File: src/rtl/dram_arb_pkg.sv
// rtl/dram_arb_pkg.sv - shared owner encoding, address width and byte-select constants for the DRAM slot arbiter
package dram_arb_pkg;

    typedef enum logic [2:0] {
        OWN_NONE = 3'd0,
        OWN_VID  = 3'd1,
        OWN_CPU  = 3'd2,
        OWN_DMA  = 3'd3,
        OWN_TS   = 3'd4
    } owner_t;

    localparam int AW_DEF = 21;

    localparam logic [1:0] BSEL_LO   = 2'b01;
    localparam logic [1:0] BSEL_HI   = 2'b10;
    localparam logic [1:0] BSEL_WORD = 2'b11;

endpackage

File: src/rtl/owner_fifo.sv
// rtl/owner_fifo.sv - in-order FIFO of read owners awaiting their DRAM return strobe
module owner_fifo
    import dram_arb_pkg::*;
#(
    parameter int DEPTH = 4
) (
    input  logic                           clk,
    input  logic                           rst,
    input  logic                           push,
    input  owner_t                         push_data,
    input  logic                           pop,
    output owner_t                         head,
    output logic                           full,
    output logic                           empty,
    output logic [$clog2(DEPTH+1)-1:0]     count
);

    localparam int PW = (DEPTH > 1) ? $clog2(DEPTH) : 1;
    localparam int CW = $clog2(DEPTH+1);

    owner_t          mem [DEPTH];
    logic [PW-1:0]   wr_ptr;
    logic [PW-1:0]   rd_ptr;
    logic            do_push;
    logic            do_pop;

    assign full    = (count == CW'(DEPTH));
    assign empty   = (count == '0);
    assign do_pop  = pop && !empty;
    // a pop in the same clock frees the slot a push into a full FIFO needs
    assign do_push = push && (!full || do_pop);
    assign head    = mem[rd_ptr];

    always_ff @(posedge clk) begin
        if (do_push) begin
            mem[wr_ptr] <= push_data;
        end
    end

    always_ff @(posedge clk or posedge rst) begin
        if (rst) begin
            wr_ptr <= '0;
            rd_ptr <= '0;
            count  <= '0;
        end else begin
            if (do_push) begin
                wr_ptr <= (wr_ptr == PW'(DEPTH-1)) ? '0 : wr_ptr + 1'b1;
            end
            if (do_pop) begin
                rd_ptr <= (rd_ptr == PW'(DEPTH-1)) ? '0 : rd_ptr + 1'b1;
            end
            case ({do_push, do_pop})
                2'b10:   count <= count + 1'b1;
                2'b01:   count <= count - 1'b1;
                default: count <= count;
            endcase
        end
    end

endmodule

File: src/rtl/dram_slot_arb.sv
// rtl/dram_slot_arb.sv - slot arbiter for the shared DRAM port: grant at c3, command register, read-return routing
module dram_slot_arb
    import dram_arb_pkg::*;
#(
    parameter int AW       = AW_DEF,
    parameter int STARVE   = 8,
    parameter int RQ_DEPTH = 4
) (
    input  logic          clk,
    input  logic          rst,
    input  logic          c3,
    input  logic          vid_req,
    input  logic [AW-1:0] vid_addr,
    input  logic          cpu_req,
    input  logic [AW-1:0] cpu_addr,
    input  logic          cpu_wr,
    input  logic [15:0]   cpu_wrdata,
    input  logic          cpu_wrbsel,
    input  logic          dma_req,
    input  logic [AW-1:0] dma_addr,
    input  logic          dma_wr,
    input  logic [15:0]   dma_wrdata,
    input  logic          ts_req,
    input  logic [AW-1:0] ts_addr,
    output logic          cpu_next,
    output logic          cpu_strobe,
    output logic          cpu_latch,
    output logic          vid_strobe,
    output logic          dma_strobe,
    output logic          ts_strobe,
    output logic          dma_next,
    output logic          ts_next,
    output logic          dram_req,
    output logic [AW-1:0] dram_addr,
    output logic          dram_wr,
    output logic [15:0]   dram_wrdata,
    output logic [1:0]    dram_bsel,
    input  logic          dram_rdstb,
    output logic          ret_err
);

    localparam int CW = $clog2(STARVE+1);
    localparam int QW = $clog2(RQ_DEPTH+1);

    owner_t          grant;
    owner_t          cmd_owner;
    owner_t          rr_ptr;
    owner_t          q_head;
    logic [QW-1:0]   q_count;
    logic            q_full;
    logic            q_empty;
    logic [CW-1:0]   dma_cnt;
    logic [CW-1:0]   ts_cnt;
    logic            latch_q;
    logic            pend_rd;
    logic            rd_block;
    logic            rd_hit;
    logic            vid_ok, cpu_ok, dma_ok, ts_ok;
    logic            dma_starved, ts_starved;
    owner_t          rr_pick;

    // a read issued this clock is pushed now but not yet in count
    assign pend_rd  = dram_req && !dram_wr;
    assign rd_block = q_full || (pend_rd && q_count == QW'(RQ_DEPTH-1));

    assign vid_ok = vid_req && !rd_block;
    assign cpu_ok = cpu_req && (cpu_wr || !rd_block);
    assign dma_ok = dma_req && (dma_wr || !rd_block);
    assign ts_ok  = ts_req && !rd_block;

    assign dma_starved = (dma_cnt >= CW'(STARVE));
    assign ts_starved  = (ts_cnt >= CW'(STARVE));
    assign rr_pick     = (rr_ptr == OWN_DMA) ? OWN_DMA : OWN_TS;

    always_comb begin
        grant = OWN_NONE;
        if (vid_ok)
            grant = OWN_VID;
        else if (dma_ok && dma_starved && ts_ok && ts_starved)
            grant = rr_pick;
        else if (dma_ok && dma_starved)
            grant = OWN_DMA;
        else if (ts_ok && ts_starved)
            grant = OWN_TS;
        else if (cpu_ok)
            grant = OWN_CPU;
        else if (dma_ok && ts_ok)
            grant = rr_pick;
        else if (dma_ok)
            grant = OWN_DMA;
        else if (ts_ok)
            grant = OWN_TS;
    end

    assign dma_next = c3 && (grant == OWN_DMA);
    assign ts_next  = c3 && (grant == OWN_TS);
    assign cpu_next = !vid_req && !rst;

    assign rd_hit     = dram_rdstb && !q_empty;
    assign vid_strobe = rd_hit && (q_head == OWN_VID);
    assign cpu_strobe = rd_hit && (q_head == OWN_CPU);
    assign dma_strobe = rd_hit && (q_head == OWN_DMA);
    assign ts_strobe  = rd_hit && (q_head == OWN_TS);
    assign cpu_latch  = latch_q || cpu_strobe;

    owner_fifo #(.DEPTH(RQ_DEPTH)) u_owner_fifo (
        .clk       (clk),
        .rst       (rst),
        .push      (pend_rd),
        .push_data (cmd_owner),
        .pop       (rd_hit),
        .head      (q_head),
        .full      (q_full),
        .empty     (q_empty),
        .count     (q_count)
    );

    always_ff @(posedge clk or posedge rst) begin
        if (rst) begin
            dram_req    <= 1'b0;
            dram_addr   <= '0;
            dram_wr     <= 1'b0;
            dram_wrdata <= '0;
            dram_bsel   <= '0;
            cmd_owner   <= OWN_NONE;
            rr_ptr      <= OWN_DMA;
            dma_cnt     <= '0;
            ts_cnt      <= '0;
            latch_q     <= 1'b0;
            ret_err     <= 1'b0;
        end else begin
            dram_req <= 1'b0;
            if (dram_rdstb && q_empty)
                ret_err <= 1'b1;

            if (cpu_strobe)
                latch_q <= 1'b1;
            else if (c3 && (!cpu_req || grant == OWN_CPU))
                latch_q <= 1'b0;

            if (c3) begin
                if (grant != OWN_NONE) begin
                    dram_req  <= 1'b1;
                    cmd_owner <= grant;
                end
                case (grant)
                    OWN_VID: begin
                        dram_addr   <= vid_addr;
                        dram_wr     <= 1'b0;
                        dram_wrdata <= '0;
                        dram_bsel   <= BSEL_WORD;
                    end
                    OWN_CPU: begin
                        // the CPU byte is replicated; bsel picks which lane DRAM writes
                        dram_addr   <= cpu_addr;
                        dram_wr     <= cpu_wr;
                        dram_wrdata <= cpu_wr ? {cpu_wrdata[7:0], cpu_wrdata[7:0]} : 16'h0000;
                        dram_bsel   <= !cpu_wr ? BSEL_WORD : (cpu_wrbsel ? BSEL_HI : BSEL_LO);
                    end
                    OWN_DMA: begin
                        dram_addr   <= dma_addr;
                        dram_wr     <= dma_wr;
                        dram_wrdata <= dma_wr ? dma_wrdata : 16'h0000;
                        dram_bsel   <= BSEL_WORD;
                        rr_ptr      <= OWN_TS;
                    end
                    OWN_TS: begin
                        dram_addr   <= ts_addr;
                        dram_wr     <= 1'b0;
                        dram_wrdata <= '0;
                        dram_bsel   <= BSEL_WORD;
                        rr_ptr      <= OWN_DMA;
                    end
                    default: ;
                endcase

                if (!dma_req || grant == OWN_DMA)
                    dma_cnt <= '0;
                else if (dma_cnt < CW'(STARVE))
                    dma_cnt <= dma_cnt + 1'b1;

                if (!ts_req || grant == OWN_TS)
                    ts_cnt <= '0;
                else if (ts_cnt < CW'(STARVE))
                    ts_cnt <= ts_cnt + 1'b1;
            end
        end
    end

endmodule
File: config.mk
export PLATFORM = sky130hd
export DESIGN_NAME = dram_slot_arb
export DESIGN_NICKNAME = d
export VERILOG_FILES = /design/src/rtl/dram_arb_pkg.sv /design/src/rtl/owner_fifo.sv /design/src/rtl/dram_slot_arb.sv
export SDC_FILE = /design/constraint.sdc
export NUM_CORES = 1
export LEC_CHECK = 0
export BUFFER_PORTS_ARGS = -buffer_cell sky130_fd_sc_hd__buf_2
export CORE_ASPECT_RATIO = 1.1
export CORE_MARGIN = 10
export CORE_UTILIZATION = 43
export CTS_CLUSTER_SIZE = 10
export DETAILED_ROUTE_END_ITERATION = 10
export PLACE_DENSITY = 0.83
export SLEW_MARGIN = 10
export SYNTH_ARGS = -nofsm -noshare
export SYNTH_HDL_FRONTEND = slang
export SYNTH_SLANG_ARGS = --single-unit
File: constraint.sdc
create_clock -name clk -period 2.4 [get_ports clk]
set_input_delay 0 -clock clk [delete_from_list [all_inputs] [get_ports clk]]
set_output_delay 0 -clock clk [all_outputs]
set_load 0.005 [all_outputs]
==> results of run 1 <==
-- flip-flops by register name (all words and copies together) (netlist names), 2 cells and up --
| name | count |
|---|---|
| u_owner_fifo.mem | 12 |
| ts_cnt | 4 |
| u_owner_fifo.rd_ptr | 2 |
| rr_ptr | 2 |
| cmd_owner | 3 |
| u_owner_fifo.wr_ptr | 2 |
| dma_cnt | 4 |
| dram_bsel | 2 |
| dram_wrdata | 16 |
| dram_addr | 21 |
| u_owner_fifo.count | 3 |
-- critical path, delay by kind of cell (launching register included) --
| kind | cells | cell delay, ps |
|---|---|---|
| compound gates | 3 | 480 |
| buf+inv | 3 | 430 |
| flops | 1 | 550 |
| simple gates | 4 | 920 |
-- path summary, 6_finish.rpt --
check                           cells after the start  slack [ps]                  start                         end
max in group asynchronous                           4        1250                    rst   dram_addr[16]$_DFFE_PP0P_
worst min-delay path                                3        -0.2            dma_addr[6]    dram_addr[6]$_DFFE_PP0P_
min in group asynchronous                           3         410                    rst      dma_cnt[2]$_DFFE_PP0P_
worst max-delay path                               10        -100  rr_ptr[1]$_DFFE_PP1P_  dram_wrdata[9]$_DFFE_PP0P_
worst max register to register                     10        -100  rr_ptr[1]$_DFFE_PP1P_  dram_wrdata[9]$_DFFE_PP0P_
worst min register to register                      1         480    ret_err$_DFFE_PP0P_         ret_err$_DFFE_PP0P_
-- cells by family after synthesis --
logic type	Yosys count	synth area share
compound gates	118	0.229
xor+xnor	3	0.00643
fa+ha+maj	11	0.0355
buf+inv	43	0.0509
flops	75	0.475
mux	17	0.0515
simple gates	131	0.152
-- cell type report --
type	count	area [um2]
antenna	5	12.5
multi-input combinational	281	2350
fill	545	2420
timing repair buffer	293	2110
inverter	21	83.8
sequential	75	1940
clock buffer	10	128
clock inverter	6	114
tap	117	146
-- timing repair --
| action | 4_1_cts | 5_1_grt |
|---|---|---|
| endpoints found under the hold margin | 76 | 5 |
| pin swaps | 1 | 27 |
| hold buffers | 75 | 6 |
| endpoints found under the setup margin | 35 | 45 |
| buffers inserted | 1 | 9 |
| cloned | 0 | 5 |
| resized for setup | 18 | 87 |
-- layer usage --
layer  share of wire  up-vias
li1                -     2062
met1            0.35     2267
met2            0.53      273
met3           0.077       86
met4           0.048        0
met5               0        -
-- cells in the mapped netlist, types with 2 or more instances --
| cell | instances | share of area |
|---|---|---|
| xor2_1 | 2 | 0.0043 |
| dfrtp_1 | 62 | 0.38 |
| edfxtp_1 | 12 | 0.088 |
| clkbuf_1 | 9 | 0.0083 |
| mux2i_1 | 12 | 0.029 |
| inv_1 | 20 | 0.018 |
| o21a_1 | 2 | 0.0037 |
| mux4_2 | 3 | 0.017 |
| a21oi_1 | 20 | 0.025 |
| and2_1 | 7 | 0.011 |
| a31oi_1 | 2 | 0.0031 |
| o22ai_1 | 4 | 0.0061 |
| nand3_1 | 3 | 0.0037 |
| mux2_2 | 2 | 0.0055 |
| a21o_1 | 5 | 0.0092 |
| o21ai_0 | 17 | 0.021 |
| nor3b_1 | 4 | 0.0074 |
| and3_1 | 8 | 0.012 |
| nor3_1 | 3 | 0.0037 |
| buf_2 | 9 | 0.011 |
| nand2_1 | 41 | 0.038 |
| buf_6 | 2 | 0.0055 |
| ha_1 | 10 | 0.031 |
| o221ai_1 | 12 | 0.026 |
| a41oi_1 | 2 | 0.0043 |
| nand2b_1 | 2 | 0.0031 |
| nor2_2 | 2 | 0.0031 |
| nor2_1 | 48 | 0.044 |
| nor4b_1 | 2 | 0.0043 |
| or3b_2 | 3 | 0.0064 |
| a22o_1 | 2 | 0.0043 |
| nand3b_1 | 2 | 0.0037 |
| o21ai_1 | 3 | 0.0037 |
| a221oi_2 | 9 | 0.033 |
| a221oi_1 | 28 | 0.060 |
-- power by group --
group / total (mW) / internal, mW / leakage, nW / switching, mW
Sequential: 2.15 / 1.80 / 0.880 / 0.350
Combinational: 3.38 / 1.61 / 2.25 / 1.77
Clock: 1.20 / 0.693 / 0.113 / 0.502
-- per-stage QoR --
| stage | std cells | setup TNS [ps] | hold WS (ps) | util |
|---|---|---|---|---|
| after floorplan | 398 | 0 | 26.9 | - |
| after global placement | 693 | -6.14 | 230 | 0.561 |
| after detailed placement | 693 | -687 | 231 | 0.561 |
| after CTS | 785 | 0 | 4.08 | 0.677 |
| after global routing | 805 | -5320 | -0.198 | 0.739 |
| final | 808 | -1270 | -0.207 | 0.740 |
==> metrics.txt, run 1 <==
CTS tree done; slowest cell on the critical path dfstp_2; synth unique cells 59; vias in the first global route 4745; period utilisation layout 1.04; post-route cell area 6890 um2; Hold Fails Final Rpt 1; io pins 177; Peak VDD IR 0.542 mV; GRT Max-Usage Layer met2; hold slack -0.207 ps; grt met3 use 0.0796; Skew-Pair Late Insertion Delay 350 ps; sequential area share after synthesis 0.475; Slew headroom 0.406; DRC Markers 0; DRT Pass-1 Iters 5; port bufs 168; post-route ant nets 0; final count of pins violating max slew 0; WP data required 2630 ps; Die Span Y 122 um; #FFs+latches synth 75; dpl hpwl 10200 um; row count 37; core area 9310 um2; commonest non-fill, non-tap cells in the layout buf_2 (168), dlygate4sd3_1 (81), dfrtp_1 (62); H-tree depth 3; Critical Path Max Stage Delay 550 ps; Synth-to-Final Area Change 68.6%; status finished, violations left; clock root cell clkbuf_8; failing checks hold timing, setup timing; Worst-path clk slew 90 ps; ys async rst share 0.840; synth warn 0; Bufs on Longest Clock Path 2; RSZ-0062 raised after global routing true; Max Cap Viol 0; Main synth FF type dfrtp_1; crit-path max FO 5; crit-path cells or3b_4 > and3_4 > o211ai_1 > and3_1 > buf_6 > o21ai_4 > buf_6 > clkbuf_16 > a221oi_2 > nor2_1; DP Area 5220 um2; crit path launch type flip-flop; vias per cell 5.80; Peak Freq 400 MHz; DIE AREA 13800 um2; GR Util met1 0.214; Synth Area per Inst 10.3 um2; cts bufs inserted 9; CTS Sinks 75; Final nets 819; via count 4688; Hold Path Class input port to flip-flop; Syn Inst Count 398; Die X 113 um; Syn Nets 536; crit-path most repeated cell buf_6; initial core utilization 0.439; Arr. time, crit path 2740 ps; initial antenna violation count 2; Routed WL per cell 21.7 um; CP Capture Type flip-flop; dpl ws -107 ps; Mapped Area 4080 um2; Final Worst Setup Slack -102 ps; Pwr Total 6.73 mW; first-pass GRT wire length 23300 um; Crit Path Category flip-flop to flip-flop; largest net degree at the start of global routing 42; Worst-Margin Slew 890 ps; number of synthesized flops with an enable pin 12; All-Layer GR Usage 0.207; endpoints failing setup 38; initial DRC count 525; Final min period 2500 ps; most common cell after layout, fill and taps aside buf_2; Pleak 3.24 nW; pwr/cell area 977 nW/um2; total grt overflow 0; layout cell share with drive strength beyond 1 0.461; clk_skew 9.02 ps; RD Place Congestion 0.880; met2 Use GR 0.359; drt total wl 17600 um
No activity file was read; power rests on OpenSTA's default activity.
==> inputs of run 2 (changes only) <==
Settings changed: HOLD_SLACK_MARGIN from default to 0.15.
==> metrics.txt, run 2 (same netlist as run 1, synthesis figures left out) <==
status finished, violations left; failing checks setup timing; port bufs 168 (unchanged); initial core utilization 0.439 (unchanged); Final nets 859 (+4.9%); Skew-Pair Late Insertion Delay 360 ps (about the same); row count 37 (unchanged); Hold Path Class input port to flip-flop; WP data required 2660 ps (+30 ps); Largest Register dram_addr; core area 9310 um2 (unchanged); dpl hpwl 10200 um (unchanged); FF-to-FF setup slack -300 ps (-200 ps); initial antenna violation count 3 (+1); max reg flops 21 (unchanged); drt total wl 22500 um (+28%); largest net degree at the start of global routing 42 (unchanged); RD Place Congestion 0.880 (unchanged); crit path launch type flip-flop; final count of pins violating max slew 0 (unchanged); Crit Path Category flip-flop to flip-flop; endpoints failing setup 47 (+24%); Routed WL per cell 26.5 um (+22%); via count 5238 (+12%); crit-path max FO 21 (+16); Arr. time, crit path 2960 ps (+220 ps); Peak Freq 370 MHz (-7.4%); biggest regs dram_addr: 21 flops, dram_wrdata: 16 flops, u_owner_fifo.mem: 12 flops; initial DRC count 657 (+25%); io pins 177 (unchanged); GR Util met1 0.241 (+0.0266); Hold Fails Final Rpt 0 (-1); CTS tree done; CTS Sinks 75 (unchanged); Peak VDD IR 0.671 mV (+24%); DRT Pass-1 Iters 8 (+3); H-tree depth 3 (unchanged); post-route ant nets 0 (unchanged); clock root cell clkbuf_8; first-pass GRT wire length 26500 um (+14%); Final Worst Setup Slack -300 ps (-199 ps); hold slack 240 ps (+241 ps); vias per cell 6.18 (+6.6%); Pleak 3.45 nW (+6.5%); DRC Markers 0 (unchanged); Final min period 2700 ps (+199 ps); Worst-path clk slew 90 ps (about the same); commonest non-fill, non-tap cells in the layout buf_2 (168), dlygate4sd3_1 (115), dfrtp_1 (62); Die X 113 um (unchanged); post-layout util 0.800 (+0.0597); RR Startpoint u_owner_fifo.count[2]$_DFFE_PP0P_; setup TNS -4320 ps (-3050 ps); layout cell share with drive strength beyond 1 0.448 (-0.0130); most common cell after layout, fill and taps aside buf_2; Crit. Startpoint u_owner_fifo.count[2]$_DFFE_PP0P_; Die Span Y 122 um (unchanged); cts bufs inserted 9 (unchanged); DIE AREA 13800 um2 (unchanged); pwr/cell area 972 nW/um2 (-0.53%); Synth-to-Final Area Change 82.2%; RSZ-0062 raised after global routing true; grt met3 use 0.0849 (+0.00537); vias in the first global route 5147 (+8.5%); GRT Max-Usage Layer met2; Slew headroom 0.399 (-0.00665); met2 Use GR 0.411 (+0.0519); HP Start cpu_req; Bufs on Longest Clock Path 2 (unchanged); clk_skew 11.5 ps (+2.48 ps); All-Layer GR Usage 0.238 (+0.0301); Worst-Margin Slew 899 ps (+9.96 ps); Max Cap Viol 0 (unchanged); period utilisation layout 1.13 (+0.0828); total grt overflow 0 (unchanged); CP Capture Type flip-flop; Pwr Total 7.23 mW (+7.5%)
## run 2: cell count changes in the layout (fill, tap and decap cells not counted), moves of 2 or more
| cell | delta |
|---|---|
| buf_12 | +2 |
| buf_6 | +3 |
| nand2_1 | +4 |
| o221ai_2 | -6 |
| a21oi_2 | +2 |
| o221ai_4 | +2 |
| nand2_2 | -3 |
| clkbuf_16 | +2 |
| o221ai_1 | +4 |
| a221oi_1 | -7 |
| a221oi_4 | +6 |
| dlygate4sd3_1 | +34 |
## run 2: worst max-delay path, stage by stage, from the launching register on
cell and delay, ps:
dfrtp_1 410, buf_4 160, nand3b_1 270, o221ai_4 260, o211ai_1 170, and3_4 220, buf_6 120, o21ai_4 300
buf_12 240, nand2_1 170, a21oi_1 280
## run 2: final timing paths
| check | end | depth (start not counted) |
|---|---|---|
| min in group asynchronous | dram_wr$_DFFE_PP0P_ | 3 |
| hold / removal | latch_q$_DFFE_PP0P_ | 4 |
| setup / recovery | dram_addr[1]$_DFFE_PP0P_ | 10 |
| setup reg to reg | dram_addr[1]$_DFFE_PP0P_ | 10 |
| max in group asynchronous | dram_addr[9]$_DFFE_PP0P_ | 4 |
| hold reg to reg | ret_err$_DFFE_PP0P_ | 1 |
## run 2: through the flow
step                instances  area [um2]  worst slack (ps)
floorplan                 398        4080              54.3
global placement          693        5220             -6.14
detailed placement        693        5220              -107
CTS                       825        6700              1.15
global route              845        7440              -310
finish                    847        7440              -300
## run 2: timing repair
item                                   in CTS  in global routing
setup endpoints to repair                  35                 45
hold buffers                              115                  0
gates resized for setup                    18                104
buffers inserted                            1                 11
cloned                                      0                  7
pin swaps                                   1                 19
endpoints found under the hold margin      86                  0
## run 2: report_power, final
group	internal, mW	switching (mW)	leakage [nW]
Combinational	1.76	2.07	2.46
Sequential	1.80	0.375	0.880
Clock	0.693	0.534	0.113
## run 2: cell type report
class	instances	area (um2)
tap	117	146
fill	445	1860
clock buffer	10	128
inverter	21	83.8
timing repair buffer	333	2560
multi-input combinational	281	2460
sequential	75	1940
antenna	4	10.0
clock inverter	6	114
## run 2: layer usage
| layer | wire length (um) | up-vias | share of wire |
|---|---|---|---|
| met4 | 2100 | 2 | 0.093 |
| met5 | 8 | - | 0.00036 |
| met1 | 7150 | 2443 | 0.32 |
| li1 | - | 2134 | - |
| met2 | 11000 | 479 | 0.49 |
| met3 | 2220 | 180 | 0.099 |
==> inputs of run 3 (changes only) <==
Settings changed: RECOVER_POWER from default to 100.
==> metrics.txt, run 3 (same netlist as run 1, synthesis figures left out) <==
most common cell after layout, fill and taps aside buf_2; final count of pins violating max slew 42 (+42); failing checks capacitance limit, slew limit, setup timing; total grt overflow 0 (unchanged); Net Sw Frac 0.417 (+0.00584); H-tree depth 3 (unchanged); biggest regs dram_addr: 21 flops, dram_wrdata: 16 flops, u_owner_fifo.mem: 12 flops; dpl hpwl 10200 um (unchanged); Comb pwr share 0.523 (-0.007); vias in the first global route 5147 (unchanged); Hold Fails Final Rpt 0 (unchanged); slowest cell on the critical path dfstp_2; Hold Path Class input port to flip-flop; Critical Path Max Stage Delay 530 ps (+120 ps); Bufs on Longest Clock Path 2 (unchanged); Pwr Total 7.15 mW (-1.1%); cts bufs inserted 9 (unchanged); Arr. time, crit path 2910 ps (-50 ps); Final Worst Setup Slack -302 ps (-2.04 ps); crit path launch type flip-flop; Max Cap Viol 1 (+1); Worst-Margin Slew 1620 ps (+723 ps); All-Layer GR Usage 0.238 (unchanged); Internal Power 4.17 mW (-2.1%); status finished, violations left; crit-path cells or3b_4 > and3_4 > o211ai_1 > and3_4 > o2111ai_2 > buf_6 > a221oi_2 > a21oi_1; Switch Pwr 2.98 mW (+0.31%); row count 37 (unchanged); DIE AREA 13800 um2 (unchanged); Worst-path clk slew 90 ps (about the same); crit-path most repeated cell and3_4; Die Span Y 122 um (unchanged); Crit Path Category flip-flop to flip-flop; Slew headroom -0.0830 (-0.482); Peak VDD IR 0.664 mV (-1.1%); CTS tree done; crit-path max FO 6 (-71%); drt total wl 22500 um (+0.21%); Synth-to-Final Area Change 80.8%; vias per cell 6.23 (+0.67%); post-route ant nets 0 (unchanged); Die X 113 um (unchanged); RD Place Congestion 0.880 (unchanged); via count 5292 (+1.0%); CTS Sinks 75 (unchanged); Routed WL per cell 26.5 um (-0.14%); layout cell share with drive strength beyond 1 0.386 (-0.0620); post-route cell area 7380 um2 (-0.77%); Skew-Pair Late Insertion Delay 350 ps (about the same); WP data required 2610 ps (-50 ps); pwr/cell area 969 nW/um2 (-0.32%); max reg flops 21 (unchanged); endpoints failing setup 50 (+6.4%); Flop pwr share 0.305 (+0.004); initial core utilization 0.439 (unchanged); clk_skew 9.50 ps (-1.99 ps); core area 9310 um2 (unchanged); RSZ-0062 raised after global routing true; Largest Register dram_addr; DRC Markers 0 (unchanged); largest net degree at the start of global routing 42 (unchanged); share of total power in the clock network 0.171 (about the same); CP Capture Type flip-flop; clock root cell clkbuf_8; DRT Pass-1 Iters 7 (-1); Peak Freq 370 MHz (about the same); initial antenna violation count 3 (unchanged); port bufs 168 (unchanged); first-pass GRT wire length 26500 um (unchanged); io pins 177 (unchanged); initial DRC count 608 (-7.5%); Filler cells 475 (+6.7%); DP Area 5220 um2 (unchanged); period utilisation layout 1.13 (about the same); Final nets 859 (unchanged); Pleak 3.31 nW (-4.1%); commonest non-fill, non-tap cells in the layout buf_2 (126), dlygate4sd3_1 (115), dfrtp_1 (62); Final min period 2700 ps (+2.04 ps)
==> run 3: cell type report <==
type	count	area (um2)	share of cell area
repair buffers	333	2500	0.338
multi-input cells	281	2460	0.333
flip-flops and latches	75	1940	0.262
well taps	117	146	0.0198
clock buffers	10	128	0.0173
clock inverters	6	114	0.0154
inverters	21	83.8	0.0114
diodes	7	17.5	0.00237
==> run 3: power by group through the flow <==
stage               Clock (mW)  Combinational [mW]  Sequential [mW]
global placement             0                2.44             2.09
global route              1.26                3.93             2.22
finish                    1.22                3.74             2.18
detailed placement           0                2.55             2.12
CTS                       1.20                2.78             2.10
floorplan                    0                1.46             2.13
==> run 3: timing repair <==
action | CTS | global route
gates resized for setup | 18 | 104
gates cloned | 0 | 7
endpoints found under the setup margin | 35 | 45
endpoints found under the hold margin | 86 | 0
hold buffers | 115 | 0
pin swaps | 1 | 19
buffers inserted | 1 | 11
==> run 3: worst paths after layout <==
| kind | from | endpoint | slack (ps) | cells after the start |
|---|---|---|---|---|
| worst max-delay path | rr_ptr[1]$_DFFE_PP1P_ | dram_addr[7]$_DFFE_PP0P_ | -300 | 8 |
| worst max register to register | rr_ptr[1]$_DFFE_PP1P_ | dram_addr[7]$_DFFE_PP0P_ | -300 | 8 |
| max in group asynchronous | rst | dram_addr[9]$_DFFE_PP0P_ | 550 | 4 |
| worst min register to register | ret_err$_DFFE_PP0P_ | ret_err$_DFFE_PP0P_ | 490 | 1 |
| worst min-delay path | cpu_req | latch_q$_DFFE_PP0P_ | 230 | 4 |
| min in group asynchronous | rst | dma_cnt[2]$_DFFE_PP0P_ | 690 | 3 |
==> run 3: critical path: cells and delay by family, from the launching register on <==
family / cells / cell delay (ps)
AND/OR/NAND/NOR: 3 / 850
AO/OA/AOI/OAI: 4 / 950
buffers and inverters: 1 / 240
flip-flops: 1 / 530
==> run 3: through the flow <==
| step | hold slack, ps | utilization | instances | setup slack [ps] | TNS, ps |
|---|---|---|---|---|---|
| floorplan | 26.9 | - | 398 | 54.3 | 0 |
| global placement | 230 | 0.561 | 693 | -6.14 | -6.14 |
| detailed placement | 231 | 0.561 | 693 | -107 | -687 |
| CTS | 163 | 0.720 | 825 | 1.15 | 0 |
| global route | 245 | 0.792 | 845 | -310 | -6830 |
| finish | 233 | 0.794 | 850 | -302 | -5110 |
==> run 3: routing by layer <==
metal / GRT usage / wire length, um / part of all wire / up-vias
met2: 0.411 / 11200 / 0.50 / 486
met3: 0.0849 / 2310 / 0.10 / 176
li1: - / - / - / 2145
met5: 0 / 0 / 0 / -
met4: 0.148 / 1920 / 0.085 / 0
met1: 0.241 / 7100 / 0.32 / 2485
